<file path="config.mk">
export PLATFORM = sky130hd
export DESIGN_NAME = tx_message_scheduler_flat
export DESIGN_NICKNAME = d
export VERILOG_FILES = /design/src/rtl/tx_message_scheduler_if.sv /design/src/rtl/tx_message_scheduler.sv /design/src/flat_wrapper.sv
export SDC_FILE = /design/constraint.sdc
export NUM_CORES = 1
export LEC_CHECK = 0
export ABC_AREA = 1
export CAP_MARGIN = 15
export CORE_ASPECT_RATIO = 0.7
export CORE_MARGIN = 5
export CORE_UTILIZATION = 35
export CTS_BUF_LIST = sky130_fd_sc_hd__clkbuf_8
export DETAILED_ROUTE_END_ITERATION = 7
export PLACE_DENSITY = 0.62
export SKIP_LAST_GASP = 1
export SYNTH_ARGS = -nofsm -noshare
export SYNTH_HDL_FRONTEND = slang
export SYNTH_SLANG_ARGS = --single-unit
</file>
<file path="constraint.sdc">
create_clock -name clock -period 2.1 [get_ports clock]
set_clock_uncertainty 0.1 [all_clocks]
set_input_delay 0.21 -clock clock [delete_from_list [all_inputs] [get_ports clock]]
set_output_delay 0.21 -clock clock [all_outputs]
set_load 0.1 [all_outputs]
</file>
<file path="src/rtl/tx_message_scheduler_if.sv">
// Bundles the request side (game-state logic) and the link side (sender/receiver) of the scheduler.
// No timing of its own; it only carries signals between the blocks.
// Backpressure reaches the requester only through busy; the sender throttles with message_sent.
interface tx_message_scheduler_if;
    // requests and payloads from the game-state logic
    logic       ball_req;
    logic [8:0] ball_y_in;
    logic [3:0] velocity_x_in;
    logic [3:0] velocity_y_in;
    logic       miss_req;
    logic [4:0] my_score_in;
    logic [4:0] your_score_in;
    logic       you_should_serve_in;
    logic       new_game_req;
    logic       you_serve_first_in;
    logic       new_game_ack_req;
    // receiver status
    logic       new_message_received;
    logic       new_game_ack_message_rx;
    // sender handshake and registered message
    logic       message_sent;
    logic       send_new_message;
    logic       ball_message_tx;
    logic       miss_message_tx;
    logic       new_game_message_tx;
    logic       new_game_ack_message_tx;
    logic [8:0] ball_y_tx;
    logic [3:0] velocity_x_tx;
    logic [3:0] velocity_y_tx;
    logic [4:0] my_score_tx;
    logic [4:0] your_score_tx;
    logic       you_should_serve_tx;
    logic       you_serve_first_tx;
    // status
    logic       busy;
    logic       new_game_done;
    logic       link_fail;

    modport master (
        output ball_req, ball_y_in, velocity_x_in, velocity_y_in,
               miss_req, my_score_in, your_score_in, you_should_serve_in,
               new_game_req, you_serve_first_in, new_game_ack_req,
               new_message_received, new_game_ack_message_rx, message_sent,
        input  send_new_message, ball_message_tx, miss_message_tx,
               new_game_message_tx, new_game_ack_message_tx,
               ball_y_tx, velocity_x_tx, velocity_y_tx, my_score_tx, your_score_tx,
               you_should_serve_tx, you_serve_first_tx,
               busy, new_game_done, link_fail
    );

    modport slave (
        input  ball_req, ball_y_in, velocity_x_in, velocity_y_in,
               miss_req, my_score_in, your_score_in, you_should_serve_in,
               new_game_req, you_serve_first_in, new_game_ack_req,
               new_message_received, new_game_ack_message_rx, message_sent,
        output send_new_message, ball_message_tx, miss_message_tx,
               new_game_message_tx, new_game_ack_message_tx,
               ball_y_tx, velocity_x_tx, velocity_y_tx, my_score_tx, your_score_tx,
               you_should_serve_tx, you_serve_first_tx,
               busy, new_game_done, link_fail
    );
endinterface

</file>
<file path="src/rtl/tx_message_scheduler.sv">
// Queues one pending message per type and hands them to the sender one at a time by fixed priority.
// Latency: a request edge sets its pending bit; the next idle edge loads it, so send_new_message rises one cycle later.
// Backpressure: a message is held until message_sent; ball/miss stay queued while a new-game ack is outstanding.
module tx_message_scheduler #(
    parameter int RETRY_CYCLES = 50000000,
    parameter int MAX_RETRIES  = 3
) (
    input  logic                  clock,
    input  logic                  reset_L,
    tx_message_scheduler_if.slave bus
);
    localparam int TW = $clog2(RETRY_CYCLES + 1);
    localparam int RW = (MAX_RETRIES < 1) ? 1 : $clog2(MAX_RETRIES + 1);
    localparam int P_BALL = 0;
    localparam int P_MISS = 1;
    localparam int P_NG   = 2;
    localparam int P_ACK  = 3;

    typedef enum logic {IDLE, SEND} state_t;

    state_t        state, state_nxt;
    logic [3:0]    pending, eligible, grant;
    logic          load;
    // stored payload per slot; the ack message carries no payload
    logic [8:0]    ball_y_q;
    logic [3:0]    vx_q, vy_q;
    logic [4:0]    my_q, your_q;
    logic          serve_q, first_q;
    // new-game ack tracking
    logic          awaiting, ng_retry, ack_prev;
    logic [TW-1:0] timer;
    logic [RW-1:0] retries;
    logic          ack_now, ack_rise, ng_accept, ack_hit;
    logic          timeout, retry_post, give_up;

    assign ack_now    = bus.new_message_received & bus.new_game_ack_message_rx;
    assign ack_rise   = ack_now & ~ack_prev;
    assign ng_accept  = load & grant[P_NG];
    // an accept on the same edge re-arms the wait, so the ack is taken as stale
    assign ack_hit    = ack_rise & awaiting & ~ng_accept;
    assign timeout    = awaiting && (state == IDLE) && (timer == TW'(RETRY_CYCLES - 1));
    assign retry_post = timeout && (retries <  RW'(MAX_RETRIES));
    assign give_up    = timeout && (retries >= RW'(MAX_RETRIES));
    assign bus.busy   = (|pending) | (state == SEND) | awaiting;

    // State register
    always_ff @(posedge clock or negedge reset_L) begin
        if (!reset_L) state <= IDLE;
        else          state <= state_nxt;
    end

    // Priority pick among unblocked slots and next-state decision
    always_comb begin
        eligible  = pending & (awaiting ? 4'b1100 : 4'b1111);
        grant     = 4'b0000;
        load      = 1'b0;
        state_nxt = state;
        if      (eligible[P_ACK])  grant[P_ACK]  = 1'b1;
        else if (eligible[P_NG])   grant[P_NG]   = 1'b1;
        else if (eligible[P_MISS]) grant[P_MISS] = 1'b1;
        else if (eligible[P_BALL]) grant[P_BALL] = 1'b1;
        case (state)
            IDLE: if (|eligible) begin
                load      = 1'b1;
                state_nxt = SEND;
            end
            SEND: if (bus.message_sent) state_nxt = IDLE;
            default: state_nxt = IDLE;
        endcase
    end

    // Pending bits and slot payloads; a same-edge request re-arms the slot it just vacated
    always_ff @(posedge clock or negedge reset_L) begin
        if (!reset_L) begin
            pending  <= '0;
            ball_y_q <= '0;
            vx_q     <= '0;
            vy_q     <= '0;
            my_q     <= '0;
            your_q   <= '0;
            serve_q  <= 1'b0;
            first_q  <= 1'b0;
            ng_retry <= 1'b0;
        end else begin
            pending <= (pending & ~(load ? grant : 4'b0000)) |
                       {bus.new_game_ack_req, bus.new_game_req | retry_post, bus.miss_req, bus.ball_req};
            if (bus.ball_req) begin
                ball_y_q <= bus.ball_y_in;
                vx_q     <= bus.velocity_x_in;
                vy_q     <= bus.velocity_y_in;
            end
            if (bus.miss_req) begin
                my_q    <= bus.my_score_in;
                your_q  <= bus.your_score_in;
                serve_q <= bus.you_should_serve_in;
            end
            if (bus.new_game_req) first_q <= bus.you_serve_first_in;
            // remembers whether the queued new-game is a resend, so its accept keeps the retry count
            if (bus.new_game_req)    ng_retry <= 1'b0;
            else if (retry_post)     ng_retry <= 1'b1;
        end
    end

    // Ack wait, retry timer/count, link failure and completion pulse
    always_ff @(posedge clock or negedge reset_L) begin
        if (!reset_L) begin
            awaiting          <= 1'b0;
            timer             <= '0;
            retries           <= '0;
            ack_prev          <= 1'b0;
            bus.link_fail     <= 1'b0;
            bus.new_game_done <= 1'b0;
        end else begin
            ack_prev          <= ack_now;
            bus.new_game_done <= ack_hit;
            if (ng_accept)                 awaiting <= 1'b1;
            else if (ack_hit || give_up)   awaiting <= 1'b0;
            if (ng_accept || timeout || !awaiting) timer <= '0;
            else if (state == IDLE)                timer <= timer + 1'b1;
            if (ng_accept && !ng_retry) retries <= '0;
            else if (retry_post)        retries <= retries + 1'b1;
            if (ack_hit)      bus.link_fail <= 1'b0;
            else if (give_up) bus.link_fail <= 1'b1;
        end
    end

    // Output message registers: loaded on accept, held through SEND, cleared on message_sent
    always_ff @(posedge clock or negedge reset_L) begin
        if (!reset_L) begin
            bus.send_new_message        <= 1'b0;
            bus.ball_message_tx         <= 1'b0;
            bus.miss_message_tx         <= 1'b0;
            bus.new_game_message_tx     <= 1'b0;
            bus.new_game_ack_message_tx <= 1'b0;
            bus.ball_y_tx               <= '0;
            bus.velocity_x_tx           <= '0;
            bus.velocity_y_tx           <= '0;
            bus.my_score_tx             <= '0;
            bus.your_score_tx           <= '0;
            bus.you_should_serve_tx     <= 1'b0;
            bus.you_serve_first_tx      <= 1'b0;
        end else if (load) begin
            bus.send_new_message        <= 1'b1;
            bus.ball_message_tx         <= grant[P_BALL];
            bus.miss_message_tx         <= grant[P_MISS];
            bus.new_game_message_tx     <= grant[P_NG];
            bus.new_game_ack_message_tx <= grant[P_ACK];
            bus.ball_y_tx               <= grant[P_BALL] ? ball_y_q : 9'd0;
            bus.velocity_x_tx           <= grant[P_BALL] ? vx_q : 4'd0;
            bus.velocity_y_tx           <= grant[P_BALL] ? vy_q : 4'd0;
            bus.my_score_tx             <= grant[P_MISS] ? my_q : 5'd0;
            bus.your_score_tx           <= grant[P_MISS] ? your_q : 5'd0;
            bus.you_should_serve_tx     <= grant[P_MISS] & serve_q;
            bus.you_serve_first_tx      <= grant[P_NG] & first_q;
        end else if (state == SEND && bus.message_sent) begin
            bus.send_new_message        <= 1'b0;
            bus.ball_message_tx         <= 1'b0;
            bus.miss_message_tx         <= 1'b0;
            bus.new_game_message_tx     <= 1'b0;
            bus.new_game_ack_message_tx <= 1'b0;
            bus.ball_y_tx               <= '0;
            bus.velocity_x_tx           <= '0;
            bus.velocity_y_tx           <= '0;
            bus.my_score_tx             <= '0;
            bus.your_score_tx           <= '0;
            bus.you_should_serve_tx     <= 1'b0;
            bus.you_serve_first_tx      <= 1'b0;
        end
    end
endmodule

</file>
<file path="src/flat_wrapper.sv">
// flat-port wrapper written by rule: the top's interface ports become plain ports
module tx_message_scheduler_flat 
#(
    parameter int RETRY_CYCLES = 50000000,
    parameter int MAX_RETRIES  = 3
)
  (clock, reset_L, bus_ball_req, bus_ball_y_in, bus_velocity_x_in, bus_velocity_y_in, bus_miss_req, bus_my_score_in, bus_your_score_in, bus_you_should_serve_in, bus_new_game_req, bus_you_serve_first_in, bus_new_game_ack_req, bus_new_message_received, bus_new_game_ack_message_rx, bus_message_sent, bus_send_new_message, bus_ball_message_tx, bus_miss_message_tx, bus_new_game_message_tx, bus_new_game_ack_message_tx, bus_ball_y_tx, bus_velocity_x_tx, bus_velocity_y_tx, bus_my_score_tx, bus_your_score_tx, bus_you_should_serve_tx, bus_you_serve_first_tx, bus_busy, bus_new_game_done, bus_link_fail);
  tx_message_scheduler_if bus_i ();
  input  logic clock;
  input  logic reset_L;
  input wire logic [$bits(bus_i.ball_req)-1:0] bus_ball_req;
  input wire logic [$bits(bus_i.ball_y_in)-1:0] bus_ball_y_in;
  input wire logic [$bits(bus_i.velocity_x_in)-1:0] bus_velocity_x_in;
  input wire logic [$bits(bus_i.velocity_y_in)-1:0] bus_velocity_y_in;
  input wire logic [$bits(bus_i.miss_req)-1:0] bus_miss_req;
  input wire logic [$bits(bus_i.my_score_in)-1:0] bus_my_score_in;
  input wire logic [$bits(bus_i.your_score_in)-1:0] bus_your_score_in;
  input wire logic [$bits(bus_i.you_should_serve_in)-1:0] bus_you_should_serve_in;
  input wire logic [$bits(bus_i.new_game_req)-1:0] bus_new_game_req;
  input wire logic [$bits(bus_i.you_serve_first_in)-1:0] bus_you_serve_first_in;
  input wire logic [$bits(bus_i.new_game_ack_req)-1:0] bus_new_game_ack_req;
  input wire logic [$bits(bus_i.new_message_received)-1:0] bus_new_message_received;
  input wire logic [$bits(bus_i.new_game_ack_message_rx)-1:0] bus_new_game_ack_message_rx;
  input wire logic [$bits(bus_i.message_sent)-1:0] bus_message_sent;
  output wire logic [$bits(bus_i.send_new_message)-1:0] bus_send_new_message;
  output wire logic [$bits(bus_i.ball_message_tx)-1:0] bus_ball_message_tx;
  output wire logic [$bits(bus_i.miss_message_tx)-1:0] bus_miss_message_tx;
  output wire logic [$bits(bus_i.new_game_message_tx)-1:0] bus_new_game_message_tx;
  output wire logic [$bits(bus_i.new_game_ack_message_tx)-1:0] bus_new_game_ack_message_tx;
  output wire logic [$bits(bus_i.ball_y_tx)-1:0] bus_ball_y_tx;
  output wire logic [$bits(bus_i.velocity_x_tx)-1:0] bus_velocity_x_tx;
  output wire logic [$bits(bus_i.velocity_y_tx)-1:0] bus_velocity_y_tx;
  output wire logic [$bits(bus_i.my_score_tx)-1:0] bus_my_score_tx;
  output wire logic [$bits(bus_i.your_score_tx)-1:0] bus_your_score_tx;
  output wire logic [$bits(bus_i.you_should_serve_tx)-1:0] bus_you_should_serve_tx;
  output wire logic [$bits(bus_i.you_serve_first_tx)-1:0] bus_you_serve_first_tx;
  output wire logic [$bits(bus_i.busy)-1:0] bus_busy;
  output wire logic [$bits(bus_i.new_game_done)-1:0] bus_new_game_done;
  output wire logic [$bits(bus_i.link_fail)-1:0] bus_link_fail;
  assign bus_i.ball_req = bus_ball_req;
  assign bus_i.ball_y_in = bus_ball_y_in;
  assign bus_i.velocity_x_in = bus_velocity_x_in;
  assign bus_i.velocity_y_in = bus_velocity_y_in;
  assign bus_i.miss_req = bus_miss_req;
  assign bus_i.my_score_in = bus_my_score_in;
  assign bus_i.your_score_in = bus_your_score_in;
  assign bus_i.you_should_serve_in = bus_you_should_serve_in;
  assign bus_i.new_game_req = bus_new_game_req;
  assign bus_i.you_serve_first_in = bus_you_serve_first_in;
  assign bus_i.new_game_ack_req = bus_new_game_ack_req;
  assign bus_i.new_message_received = bus_new_message_received;
  assign bus_i.new_game_ack_message_rx = bus_new_game_ack_message_rx;
  assign bus_i.message_sent = bus_message_sent;
  assign bus_send_new_message = bus_i.send_new_message;
  assign bus_ball_message_tx = bus_i.ball_message_tx;
  assign bus_miss_message_tx = bus_i.miss_message_tx;
  assign bus_new_game_message_tx = bus_i.new_game_message_tx;
  assign bus_new_game_ack_message_tx = bus_i.new_game_ack_message_tx;
  assign bus_ball_y_tx = bus_i.ball_y_tx;
  assign bus_velocity_x_tx = bus_i.velocity_x_tx;
  assign bus_velocity_y_tx = bus_i.velocity_y_tx;
  assign bus_my_score_tx = bus_i.my_score_tx;
  assign bus_your_score_tx = bus_i.your_score_tx;
  assign bus_you_should_serve_tx = bus_i.you_should_serve_tx;
  assign bus_you_serve_first_tx = bus_i.you_serve_first_tx;
  assign bus_busy = bus_i.busy;
  assign bus_new_game_done = bus_i.new_game_done;
  assign bus_link_fail = bus_i.link_fail;
  tx_message_scheduler #(.RETRY_CYCLES(RETRY_CYCLES), .MAX_RETRIES(MAX_RETRIES)) u_core (.clock(clock), .reset_L(reset_L), .bus(bus_i));
endmodule
</file>
==> summary.txt <==
Clock tree
  • TritonCTS clock tree: yes
  • Hold_buf cts: 1
  • CTS resizes: 0
  • Insertion delay to the later sink of the worst-skew pair: 0.37 ns
  • Num CTS Buffers: 9
  • Clk slew on worst S/H paths: 0.10 ns
  • CTS max path bufs: 2
  • Post-CTS Setup Bufs: 0
  • CTS H-tree depth: 3
  • Root buf cell: clkbuf_8
  • Number of clock sinks: 101

Critical path
  • Arrival time at the worst endpoint: 1.96 ns
  • Worst R2R Setup Slack: 0.28 ns
  • CP Capture Type: register
  • Buf/Inv on CP: 1
  • Crit path required time: 2.25 ns
  • Critical path type: reg2reg
  • Critical-path maximum fanout: 11
  • Worst path max stage delay: 0.40 ns
  • CP startpoint kind: register
  • Reg2Reg Depth: 9
  • Critical Path Slowest Stage Cell: dfrtp_1
  • CP Cell Sequence: ha_1, nand2_1, nor2_1, nand2_2, nor2_4, nand2_1, nand2_2, buf_4, nor3_1
  • Reg2Reg Capture Point: u_core.timer[3]
  • Worst flop-to-flop path startpoint: u_core.timer[0]
  • CP top delay family: simple AND/OR/NAND/NOR gates

Route
  • DRT Pass-1 Iters: 5
  • Residual DRC: 0
  • Final antenna-violating net count: 0
  • Total number of vias: 3574
  • Initial DRC count: 204
  • Routed WL per cell: 14.1 µm
  • DRT Wirelength: 10700 µm
  • DR vias/cell: 4.71

Job
  • MaxCap Viol Count: 0

Min path
  • Tightest Hold Check Type: in2async

STA
  • Fmax: 0.550 GHz
  • # setup viols final: 0
  • Count of pins over their slew limit: 0
  • Slew margin rel.: 55.3%
  • Final Cycle Share: 86.5%
  • Tmin final: 1.82 ns
  • Worst slew pin tran: 0.668 ns
  • Final hold violation count: 0
  • Setup TNS: 0 ns
  • RSZ-0062 raised after global routing: false

Synthesis
  • Yosys reg bits: 101
  • Top cell type by total area after synthesis: dfrtp_1
  • Largest family of logic cells by synthesized area: simple AND/OR/NAND/NOR gates
  • Mux cell area share after synthesis: 0%
  • Top post-synthesis cells by area: dfrtp_1 (57%), nand2_1 (8.6%), o21ai_0 (6.8%)
  • Gate Count Post-Synth: 514
  • Yosys top cell area share: 57.0%
  • Simple-gate share of the synthesized area: 24.2%
  • Syn nets: 554
  • Post-synthesis sequential area ratio: 57.0%
  • Library cells used by synthesis: 27
  • Synth Cell Area: 4430 µm²
  • Post-synthesis adder-cell area fraction: 0.565%
  • Syn Area/Cell: 8.62 µm²
  • Post-synthesis xor/xnor area fraction: 1.78%
  • Post-synthesis compound-gate area fraction: 8.30%
  • Synth warn: 0

Global route
  • Tot GR Track Use: 14.9%
  • Total gr overflow: 0
  • Antenna violations before repair: 0
  • Largest net degree at the start of global routing: 53
  • Vias in the first global route: 3487
  • First-pass GRT wire length: 17800 µm

Finish
  • N_diodes: 0
  • Area delta synth->final: 23.9%
  • Layout cells sized above 1: 13.2%
  • FILL cells: 1249
  • Highest-count cells in the layout ignoring fill and taps: nand2_1 (102), dfrtp_1 (101), inv_1 (68)
  • Most common cell after layout, fill and taps aside: nand2_1
  • Final layout net count: 633

Outcome
  • Status: complete, no violations

Power
  • Leakage Power: 2.59 nW
  • Clock power frac: 26.2%
  • Int Pwr: 2.98 mW
  • Overall power: 4.73 mW
  • P per Cell Area: 862 nW/µm²
  • Maximum vdd drop: 0.000455 V
  • Gate power share: 27.7%
  • Net Sw Frac: 37.0%
  • Share of power burned in registers: 46.0%
  • P_sw: 1.75 mW

Floorplanning
  • Die H: 104 µm
  • Die Wd: 144 µm
  • I/O pin cnt: 75
  • DIE AREA: 15000 µm²
  • # rows: 34
  • Core ar.: 12400 µm²
  • Initial Utilization: 35.7%

Place
  • Routability cong.: 0.874
  • Number of port buffers: 74
  • HPWL after DPL: 7840 µm
[synth_stat cells, drive strengths merged]
| cell type | count |
|---|---|
| xnor2 | 2 |
| a21o | 2 |
| buf | 7 |
| dfrtp | 101 |
| a21oi | 9 |
| nand2 | 106 |
| xor2 | 7 |
| nand4 | 5 |
| or2 | 1 |
| nor2 | 61 |
| nor3b | 2 |
| nand3 | 52 |
| ha | 2 |
| o21ai | 60 |
| o21bai | 1 |
| inv | 69 |
| nor3 | 15 |
| nand3b | 1 |
| clkbuf | 11 |
[cell type report]
cell class	count	area [µm²]	area share (%)
sequential	101	2530	46.0
multi-input combinational	326	1540	28.1
tap	162	203	3.69
inverter	69	259	4.72
clock buffer	9	124	2.26
clock inverter	6	71.3	1.30
timing repair buffer	86	763	13.9
[cells by family after synthesis]
kind of cell,Yosys count
AOI/OAI and AO/OA,72
xor gates and xnor gates,9
adders and majority gates,2
buffers and inverters,87
DFF,101
and+or+nand+nor,243
[metrics by stage]
stage	util, %	instance area, µm²	cells	hold slack, ns	worst slack [ns]
floorplan	-	4430	514	-0.186	0.467
global placement	42.6	5290	743	0.0642	0.366
detailed placement	42.6	5290	743	0.0672	0.294
CTS	44.2	5490	759	0.203	0.258
global route	44.2	5490	759	0.247	0.154
finish	44.2	5490	759	0.207	0.283
[flip-flops by register name (all words and copies together) (netlist names), 2 cells and up]
signal                    flops
u_core.bus.velocity_x_tx      4
u_core.bus.ball_y_tx          9
u_core.vy_q                   4
u_core.bus.your_score_tx      5
u_core.bus.velocity_y_tx      4
u_core.ball_y_q               9
u_core.my_q                   5
u_core.pending                4
u_core.your_q                 5
u_core.vx_q                   4
u_core.timer                 26
u_core.bus.my_score_tx        5
u_core.retries                2
[power groups by stage]
stage / clock network [mW] / registers (mW) / logic [mW]
global route: 1.35 / 2.20 / 1.43
finish: 1.24 / 2.18 / 1.31
CTS: 1.29 / 2.18 / 1.33
floorplan: 0 / 2.58 / 0.569
global placement: 0 / 2.21 / 1.31
detailed placement: 0 / 2.22 / 1.32
[how the worst max path moves through the flow]
stage                                from          endpoint  slack (ns)  cells after the start
after floorplan           u_core.timer[0]  u_core.timer[12]        0.47                     10
after global placement    u_core.timer[0]   u_core.timer[3]        0.37                      9
after detailed placement  u_core.timer[0]  u_core.timer[11]        0.29                      9
after CTS                 u_core.timer[0]   u_core.timer[3]        0.26                      9
after global routing      u_core.timer[0]   u_core.timer[3]        0.15                      9
final                     u_core.timer[0]   u_core.timer[3]        0.28                      9
[per-layer routing]
layer  track usage, %  wire (µm)
met1             22.7       5320
met2             21.1       4660
met3             3.35        626
met4             4.19        120
met5                0          0
Note: power is estimated with default switching activity, not from simulation.
